==> src/rtl/sigmoid_backward.sv <==
// Backward pass of the piecewise-linear sigmoid: dx = g * y * (1 - y), two-stage
// valid/ready pipeline with a sticky out-of-range flag and an accepted-sample counter.
module sigmoid_backward #(
    parameter int unsigned WIDTH     = 16,
    parameter int unsigned FRAC_BITS = 9
) (
    input  logic             clk,
    input  logic             rst_n,
    input  logic             s_valid,
    output logic             s_ready,
    input  logic [WIDTH-1:0] y_in,
    input  logic [WIDTH-1:0] g_in,
    output logic             m_valid,
    input  logic             m_ready,
    output logic [WIDTH-1:0] dx_out,
    output logic             clamp_flag,
    output logic [15:0]      sample_cnt
);

    localparam int unsigned DW = FRAC_BITS + 1;
    localparam int unsigned PW = WIDTH + FRAC_BITS + 2;
    localparam logic [DW-1:0] ONE = {1'b1, {FRAC_BITS{1'b0}}};
    localparam logic signed [WIDTH-1:0] ONE_S = WIDTH'(1 << FRAC_BITS);

    logic             v1_q, v1_d, v2_q, v2_d;
    logic [DW-1:0]    d_q;
    logic [WIDTH-1:0] g_q, dx_q;
    logic             clamp_q;
    logic [15:0]      cnt_q;

    logic             adv1, accept;
    logic             y_neg, y_hi;
    logic [DW-1:0]    yc, one_minus_y, d_next;
    logic [2*DW-1:0]  d_prod;
    logic [PW-1:0]    p;
    logic [WIDTH-1:0] dx_next;
    logic             unused_bits;

    assign adv1    = ~v2_q | m_ready;
    assign s_ready = ~v1_q | adv1;
    assign accept  = s_valid & s_ready;

    // Stage 1: clamp y into [0, ONE] and form the derivative y*(1-y)
    assign y_neg       = y_in[WIDTH-1];
    assign y_hi        = $signed(y_in) > ONE_S;
    assign yc          = y_neg ? '0 : (y_hi ? ONE : y_in[DW-1:0]);
    assign one_minus_y = ONE - yc;
    assign d_prod      = {{DW{1'b0}}, yc} * {{DW{1'b0}}, one_minus_y};
    assign d_next      = d_prod[FRAC_BITS +: DW];

    // Stage 2: sign-extended product; low PW bits match the signed product, and the
    // slice above FRAC_BITS is the floor-toward-minus-infinity shift.
    assign p       = {{(PW-WIDTH){g_q[WIDTH-1]}}, g_q} * {{(PW-DW){1'b0}}, d_q};
    assign dx_next = p[FRAC_BITS +: WIDTH];

    assign unused_bits = ^{d_prod[2*DW-1], d_prod[FRAC_BITS-1:0],
                           p[PW-1:FRAC_BITS+WIDTH], p[FRAC_BITS-1:0]};

    always_comb begin
        v1_d = v1_q;
        v2_d = v2_q;
        if (accept) begin
            v1_d = 1'b1;
        end else if (adv1) begin
            v1_d = 1'b0;
        end
        if (adv1) begin
            v2_d = v1_q;
        end
    end

    always_ff @(posedge clk) begin
        if (!rst_n) begin
            v1_q    <= 1'b0;
            v2_q    <= 1'b0;
            d_q     <= '0;
            g_q     <= '0;
            dx_q    <= '0;
            clamp_q <= 1'b0;
            cnt_q   <= '0;
        end else begin
            v1_q <= v1_d;
            v2_q <= v2_d;
            if (accept) begin
                d_q   <= d_next;
                g_q   <= g_in;
                cnt_q <= cnt_q + 16'd1;
                if (y_neg || y_hi) begin
                    clamp_q <= 1'b1;
                end
            end
            if (adv1 && v1_q) begin
                dx_q <= dx_next;
            end
        end
    end

    assign m_valid    = v2_q;
    assign dx_out     = dx_q;
    assign clamp_flag = clamp_q;
    assign sample_cnt = cnt_q;

endmodule

==> config.mk <==
export PLATFORM = sky130hd
export DESIGN_NAME = sigmoid_backward
export DESIGN_NICKNAME = d
export VERILOG_FILES = /design/src/rtl/sigmoid_backward.sv
export SDC_FILE = /design/constraint.sdc
export NUM_CORES = 1
export LEC_CHECK = 0
export ABC_AREA = 1
export CORE_MARGIN = 5
export CORE_UTILIZATION = 38
export CTS_CLUSTER_SIZE = 8
export DETAILED_ROUTE_END_ITERATION = 10
export GPL_TIMING_DRIVEN = 0
export PLACE_DENSITY_LB_ADDON = 0.15
export SETUP_SLACK_MARGIN = 0.1
export SLEW_MARGIN = 40
export SYNTH_ARGS = -nofsm -noshare
export SYNTH_HDL_FRONTEND = slang
export SYNTH_SLANG_ARGS = --single-unit
==> constraint.sdc <==
create_clock -name clk -period 18.8 [get_ports clk]
set_input_delay 3.76 -clock clk [delete_from_list [all_inputs] [get_ports clk]]
set_output_delay 3.76 -clock clk [all_outputs]
set_load 0.03 [all_outputs]
==> run metrics, run 1 <==
M2 GR Usage=34.0%; P&R area growth vs syn=12.7%; crit-path max cell delay=520 ps; Post-synth EDFFs=0; largest area contributor in the netlist=fa_1; met3 global-route usage=3.03%; cts repair resizes=0; M1 GR Usage=25.6%; area post-placement=13,200 um2; routed len/inst=15.0 um; Layout fillers=3,294; Crit path depth=32; ys async rst share=0%; Worst Setup EP=d_q[2]$_SDFFE_PN0P_; Final Setup Violations=0; Syn Std Cell Area=12,000 um2; root buffer cell=clkbuf_16; share of cells above drive strength 1=2.31%; prevailing post-synth register cell=dfxtp_1; Pins Over Slew Limit=0; setup tns final=0 ps; Via Count=10,500; CTS tree=built; vias in the first global route=10,800; most common cell after layout, fill and taps aside=inv_1; H-tree level count=3; synth unique cells=36; ANT cells=0; starting density of the core=38.4%; worst path bufs/invs=10; Achievable Freq=96.4 MHz; routed vias/inst=4.81; HP Class=reg -> reg; CP top delay family=adder cells; VDD IR max=0.0436 mV; r2r endpoint=dx_out[10]$_SDFFE_PN0P_; RSZ-0062 raised after global routing=no; Lkg Pwr=7.48 nW; dominant cells by area after synthesis=fa_1, inv_1, nand2_1; Pre-antenna DRT Iters=5; Post CTS Setup Buffer Count=0; most numerous cell on the critical path=inv_1; CTS sink count=61; critical path class=in -> reg; Worst EP arrival=10,610 ps; CP startpoint=y_in[5]; drt total wl=32,600 um; Iteration-0 DRC Markers=445; Final period util=55.2%; reg2reg path depth=22; Power Dens Cells=38.7 nW/um2; clock buffer count from CTS=9; post-route DRC violation count=0; die width=188 um; gp weighted congestion=0.907; final hold violation count=0; worst hold slack=473 ps; syn_nets=2,039; WP data required=19,030 ps; pin count of the biggest net entering global routing=13; first-pass GRT wire length=55,300 um; relative slew slack=49.4%; Tmin final=10,380 ps; status=finished, final reports clean; HPWL Detailed=27,600 um; Die H=188 um; Most Used Layer, Global Route=met2; total number of yosys warnings=0; die area=35,400 um2; Synth top area share=32.6%; #FFs+latches synth=61; Buffers on Ports=70; Seq/Total Area, Yosys=10.1%; Syn Area/Cell=7.12 um2; Worst setup SP type=primary input; clk slew on worst S/H paths=60 ps; most frequent cells in the layout=inv_1, nand2_1, fa_1, nor2_1, ha_1; Tot GR Track Use=19.4%; Worst Tran Pin Value=759 ps; CTS Hold Bufs=0; Core Area=31,400 um2; Post-DRT Antenna Nets=0; Nets=2,120; FF-to-FF setup slack=12,720 ps; initial antenna violation count=0; fin area=13,600 um2; Critical-path top delay cell=clkdlybuf4s50_1; Clock Latency Late Sink=340 ps; maximum clock path buffer count=2; number of core rows=65; CP Max Fanout=11; grt ovf=0; Crit. End Element=flop; Reg2Reg Launch Point=d_q[6]$_SDFFE_PN0P_; clock skew=12.4 ps; total I/O pin count=71; Max Cap Violations=0; Synth Instances=1,692
layout make-up:
type / count / area, um2 / area share [%]
clock buffers: 9 / 225 / 1.66
repair buffers: 70 / 701 / 5.16
clock inverters: 7 / 98.8 / 0.728
flip-flops and latches: 61 / 1220 / 9.00
well taps: 402 / 503 / 3.71
multi-input cells: 1130 / 8930 / 65.8
inverters: 450 / 1690 / 12.4
plain buffers: 51 / 199 / 1.47
power by group:
part	total [mW]	switching [mW]	leakage (nW)	internal, mW
Clock	0.186	0.0696	0.156	0.117
Sequential	0.141	0.00376	0.502	0.137
Combinational	0.199	0.129	6.83	0.0700
metrics by stage:
stage          worst slack (ps)  cells  power (mW)  util, %
2_1_floorplan              9320   1692       0.272        -
3_3_place_gp               8040   2164       0.341     42.2
3_5_place_dp               8030   2164       0.341     42.2
4_1_cts                    8380   2180       0.532     43.2
5_1_grt                    7890   2180       0.562     43.2
6_report                   8420   2180       0.526     43.2
routing by layer:
| layer | share of wire, % | vias to the layer above |
|---|---|---|
| li1 | - | 5129 |
| met3 | 4.9 | 30 |
| met2 | 49 | 240 |
| met5 | 0 | - |
| met1 | 45 | 5086 |
| met4 | 1.4 | 0 |
synthesized netlist by cell type (all sizes together) (3+ instances only):
cell and count:
ha 115, nor4 4, nand3 63, inv 450, nand2 401, o31ai 3
o21bai 4, a21o 4, o211ai 3, o21ai 53, a21oi 55, nor3 10
fa 196, nor2 184, xor2 9, xnor2 4, dfxtp 61, clkbuf 45
buf 6, nand4 10
worst min-delay path by stage:
| stage | start | to | depth (start not counted) |
|---|---|---|---|
| finish | sample_cnt[15]$_SDFFE_PN0P_ | sample_cnt[15]$_SDFFE_PN0P_ | 2 |
| global placement | sample_cnt[15]$_SDFFE_PN0P_ | sample_cnt[15]$_SDFFE_PN0P_ | 2 |
| global route | clamp_flag$_SDFFE_PN0P_ | clamp_flag$_SDFFE_PN0P_ | 2 |
| detailed placement | sample_cnt[15]$_SDFFE_PN0P_ | sample_cnt[15]$_SDFFE_PN0P_ | 2 |
| CTS | sample_cnt[15]$_SDFFE_PN0P_ | sample_cnt[15]$_SDFFE_PN0P_ | 2 |
| floorplan | g_q[10]$_SDFFE_PN0P_ | g_q[10]$_SDFFE_PN0P_ | 2 |
logic make-up after synthesis:
kind of cell	synth area share [%]
flip-flops	10.1
adder cells (fa/ha/maj)	44.5
buffers and inverters	15.7
other	0.0311
AO/OA/AOI/OAI	5.67
AND/OR/NAND/NOR	23.0
XOR/XNOR	0.945
sequential cells by signal, summed over array words and instances (netlist names):
signal and cells:
m_valid 1, g_q 16, v1_q 1, clamp_flag 1
sample_cnt 16, d_q 10, dx_out 16
worst min-delay path: stages (launching register included):
cell	delay [ps]
dfxtp_1	310
inv_1	60
a21oi_1	60
(Power assumes the default switching activity.)
==> inputs of run 2 (changes only) <==
==> constraint.sdc (replaced) <==
create_clock -name clk -period 8.5 [get_ports clk]
set_input_delay 1.7 -clock clk [delete_from_list [all_inputs] [get_ports clk]]
set_output_delay 1.7 -clock clk [all_outputs]
set_load 0.03 [all_outputs]
==> run metrics, run 2 (synthesis results as in run 1) <==
status=finished, final reports clean; Most Used Layer, Global Route=met2; VDD IR max=0.0958 mV; drt total wl=32,700 um; CTS sink count=61; grt ovf=0; met3 global-route usage=3.03%; relative slew slack=48.7%; die area=35,400 um2; HP Class=reg -> reg; CTS tree=built; routed len/inst=15.0 um; Layout fillers=3,295; Die H=188 um; most common cell after layout, fill and taps aside=inv_1; Via Count=10,500; fin area=13,600 um2; die width=188 um; Pre-antenna DRT Iters=5; maximum clock path buffer count=2; routed vias/inst=4.81; Nets=2,122; Final Setup Violations=0; Tot GR Track Use=19.4%; CP Max Fanout=9; gp weighted congestion=0.907; clk slew on worst S/H paths=60 ps; ANT cells=0; area taken by multi-input logic gates=8960 um2; area post-placement=13,200 um2; final hold violation count=0; root buffer cell=clkbuf_16; Layout Utilization=43.4%; post-route DRC violation count=0; HPWL Detailed=27,600 um; Post-DRT Antenna Nets=0; Power Dens Cells=85.4 nW/um2; WP data required=8720 ps; Iteration-0 DRC Markers=440; Worst Tran Pin Value=769 ps; H-tree level count=3; clock skew=11.5 ps; worst slack, placed=-207 ps; Final period util=93.1%; Tmin final=7920 ps; M1 GR Usage=25.6%; CTS Hold Bufs=0; FF-to-FF setup slack=2450 ps; Max Cap Violations=0; Lkg Pwr=7.49 nW; Core Area=31,400 um2; most frequent cells in the layout=inv_1, nand2_1, fa_1, nor2_1, ha_1; first-pass GRT wire length=55,300 um; Crit. End Element=flop; Worst EP arrival=8140 ps; Clock Latency Late Sink=340 ps; FF+latch area=1220 um2; Achievable Freq=126 MHz; critical path class=in -> reg; share of cells above drive strength 1=2.64%; total I/O pin count=71; number of core rows=65; P&R area growth vs syn=13.0%; Buffers on Ports=70; fin worst setup slack=583 ps; Pins Over Slew Limit=0; pin count of the biggest net entering global routing=13; starting density of the core=38.4%; RSZ-0062 raised after global routing=no; vias in the first global route=10,800; M2 GR Usage=34.0%; Worst setup SP type=primary input; initial antenna violation count=0; clock buffer count from CTS=9
## run 2: changes by cell type in the layout (fill, tap and decap cells not counted)
cell | previous run | this run
inv_2 | 7 | 8
a21boi_0 | 2 | 1
ha_4 | 0 | 1
buf_4 | 0 | 2
dlymetal6s2s_1 | 0 | 1
nand2_8 | 0 | 1
inv_1 | 443 | 441
clkdlybuf4s50_1 | 70 | 69
inv_4 | 0 | 1
ha_1 | 115 | 114
a21boi_1 | 0 | 1
nand2_1 | 399 | 398
nand2_2 | 1 | 2
nand2_4 | 1 | 0
## run 2: metrics by stage
stage	power (mW)	std cells	setup TNS, ps	hold WS, ps
after floorplan	0.601	1692	0	453
after global placement	0.755	2164	-817	451
after detailed placement	0.754	2164	-790	458
after CTS	1.18	2180	0	478
after global routing	1.24	2182	0	512
final	1.16	2182	0	473
## run 2: worst max-delay path, stage by stage
cell	delay, ps
clkdlybuf4s50_1	520
nor4_2	300
nand4_1	160
nand2_2	140
nand2_8	130
inv_2	140
nand2_2	150
ha_1	240
nand3_1	170
inv_1	110
ha_4	340
nor2_1	80
fa_1	530
inv_1	50
fa_1	520
inv_1	50
fa_1	450
fa_1	480
inv_1	50
fa_1	470
inv_1	40
ha_1	320
a21oi_1	250
o21ai_0	150
a211oi_1	310
a21oi_1	100
nor2_1	110
nor2_1	40
## run 2: cell type report
cell class                      count  share of cell area [%]
Multi-Input combinational cell   1130                    65.8
Inverter                          450                    12.4
Buffer                             51                    1.46
Timing Repair Buffer               72                    5.28
Tap cell                          402                    3.69
Clock buffer                        9                    1.65
Sequential cell                    61                    8.97
Clock inverter                      7                   0.726
## run 2: layer usage
metal  wire, um  part of all wire (%)
met5          0                     0
met1      14700                    45
met3       1690                   5.2
met2      15900                    49
met4        451                   1.4
## run 2: worst paths after layout
path | from | to | cells past startpoint
max reg2reg | d_q[6]$_SDFFE_PN0P_ | dx_out[13]$_SDFFE_PN0P_ | 22
max | y_in[7] | d_q[7]$_SDFFE_PN0P_ | 28
min reg2reg | sample_cnt[15]$_SDFFE_PN0P_ | sample_cnt[15]$_SDFFE_PN0P_ | 2
min | sample_cnt[15]$_SDFFE_PN0P_ | sample_cnt[15]$_SDFFE_PN0P_ | 2
## run 2: power by group
part           internal, mW  switching, mW
Sequential            0.303        0.00837
Combinational         0.155          0.285
Clock                 0.258          0.154
Total                 0.716          0.447
## run 2: what timing repair did
action | 4_1_cts | 5_1_grt
endpoints found under the setup margin | 0 | 10
gates resized for setup | 0 | 9
buffers inserted | 0 | 2
==> inputs of run 3 (changes only) <==
--- a/config.mk
+++ b/config.mk
@@ -6,8 +6,9 @@
 export NUM_CORES = 1
 export LEC_CHECK = 0
 export ABC_AREA = 1
+export CAP_MARGIN = 20
 export CORE_MARGIN = 5
-export CORE_UTILIZATION = 38
+export CORE_UTILIZATION = 40
 export CTS_CLUSTER_SIZE = 8
 export DETAILED_ROUTE_END_ITERATION = 10
 export GPL_TIMING_DRIVEN = 0
==> run metrics, run 3 (synthesis results as in run 1) <==
Pre-antenna DRT Iters=6; WP data required=8740 ps; Inst Count DP=2,152; clock buffer count from CTS=9; Clock Latency Late Sink=340 ps; area taken by multi-input logic gates=8960 um2; crit-path max cell delay=520 ps; Worst Setup EP=d_q[2]$_SDFFE_PN0P_; Tot GR Track Use=20.4%; Buffers on Ports=70; grt ovf=0; critical path class=in -> reg; Final Setup Violations=0; H-tree level count=3; Nets=2,125; starting density of the core=40.5%; post-route DRC violation count=0; most frequent cells in the layout=inv_1, nand2_1, fa_1, nor2_1, ha_1; reg2reg path depth=22; gp weighted congestion=0.914; maximum clock path buffer count=2; most numerous cell on the critical path=inv_1; share of cells above drive strength 1=2.75%; CTS tree=built; Tmin final=8100 ps; Iteration-0 DRC Markers=584; Worst Tran Pin Value=774 ps; register share of total power=28.3%; FF+latch area=1220 um2; vias in the first global route=11,000; Pins Over Slew Limit=0; most common cell after layout, fill and taps aside=inv_1; relative slew slack=48.4%; Post-DRT Antenna Nets=0; Core Area=29,700 um2; HP Class=reg -> reg; root buffer cell=clkbuf_16; FF-to-FF setup slack=2430 ps; Via Count=10,400; total I/O pin count=71; r2r endpoint=dx_out[13]$_SDFFE_PN0P_; Non-Filler Instances=2,173; drt total wl=31,900 um; Clock Power Share=31.7%; die width=184 um; initial antenna violation count=0; routed len/inst=14.7 um; Final period util=95.3%; VDD IR max=0.0915 mV; Max Cap Violations=0; Crit. End Element=flop; HPWL Detailed=27,100 um; CTS sink count=61; Worst setup SP type=primary input; status=finished, final reports clean; pin count of the biggest net entering global routing=13; RSZ-0062 raised after global routing=no; die area=33,700 um2; Power Dens Cells=80.9 nW/um2; Achievable Freq=123 MHz; ANT cells=0; clk slew on worst S/H paths=60 ps; Comb power frac=40.0%; final hold violation count=0; P&R area growth vs syn=12.7%; Critical-path top delay cell=fa_1; number of core rows=63; first-pass GRT wire length=55,000 um; CP Max Fanout=11; clock skew=6.75 ps; CTS Hold Bufs=0; Internal=655 uW; Layout fillers=3,072; Net Sw Frac=40.3%; Sw Pwr=443 uW; Reg2Reg Launch Point=d_q[5]$_SDFFE_PN0P_; CP startpoint=y_in[4]; Die H=184 um; Layout Utilization=45.7%; Lkg Pwr=7.49 nW; routed vias/inst=4.78; Worst EP arrival=8330 ps
## run 3: changes by cell type in the layout (fill, tap and decap cells not counted)
cell | previous run | this run
clkinvlp_4 | 1 | 2
nand2_2 | 2 | 1
nor4_4 | 0 | 1
bufinv_16 | 2 | 0
ha_4 | 1 | 0
inv_1 | 441 | 442
nor4_2 | 2 | 1
buf_4 | 2 | 5
a21oi_1 | 55 | 54
nand2_1 | 398 | 399
a21oi_2 | 0 | 1
inv_4 | 1 | 0
ha_2 | 0 | 1
clkinv_2 | 1 | 2
## run 3: critical path: cells and delay by family
family,cells,cell delay [ps]
simple gates,11,1450
compound gates,3,620
xor+xnor,1,140
buf+inv,9,1030
fa+ha+maj,8,3380
## run 3: per-stage QoR
step                      setup slack (ps)  power [mW]  setup TNS (ps)  hold slack [ps]  cell area, um2
after global routing                   109        1.18               0              502           13600
after global placement               -98.4       0.754            -277              454           13200
final                                  400        1.10               0              467           13600
after floorplan                       1080       0.601               0              453           12000
after detailed placement              -211       0.756            -798              461           13200
after CTS                              150        1.11               0              473           13500
## run 3: routing by layer
layer  part of all wire (%)  global-route usage, %
met2                     47                   34.5
met5                      0                      0
met1                     46                   27.6
met3                    4.3                   2.61
met4                    2.4                   5.51
## run 3: how the worst min path moves through the flow
stage | start | to | slack (ps) | depth (start not counted)
2_1_floorplan | g_q[10]$_SDFFE_PN0P_ | g_q[10]$_SDFFE_PN0P_ | 450 | 2
3_3_place_gp | sample_cnt[15]$_SDFFE_PN0P_ | sample_cnt[15]$_SDFFE_PN0P_ | 450 | 2
4_1_cts | sample_cnt[15]$_SDFFE_PN0P_ | sample_cnt[15]$_SDFFE_PN0P_ | 470 | 2
3_5_place_dp | sample_cnt[15]$_SDFFE_PN0P_ | sample_cnt[15]$_SDFFE_PN0P_ | 460 | 2
5_1_grt | g_q[2]$_SDFFE_PN0P_ | g_q[2]$_SDFFE_PN0P_ | 500 | 2
6_report | sample_cnt[15]$_SDFFE_PN0P_ | sample_cnt[15]$_SDFFE_PN0P_ | 470 | 2
## run 3: cell type report
type | instances | area share [%]
Tap cell | 390 | 3.60
Timing Repair Buffer | 75 | 5.46
Multi-Input combinational cell | 1130 | 66.0
Clock buffer | 9 | 1.66
Sequential cell | 61 | 9.00
Buffer | 51 | 1.47
Inverter | 450 | 12.4
Clock inverter | 7 | 0.378
## run 3: power groups by stage
stage | clock network (mW) | registers (mW) | logic (mW)
floorplan | 0 | 0.332 | 0.269
global placement | 0 | 0.317 | 0.436
detailed placement | 0 | 0.317 | 0.439
CTS | 0.360 | 0.311 | 0.444
global route | 0.371 | 0.313 | 0.499
finish | 0.348 | 0.311 | 0.440
## run 3: timing repair
item | in CTS | in global routing
resized for setup | 0 | 7
buffers inserted | 0 | 5
endpoints found under the setup margin | 0 | 10
hold endpoints to repair | 0 | 0
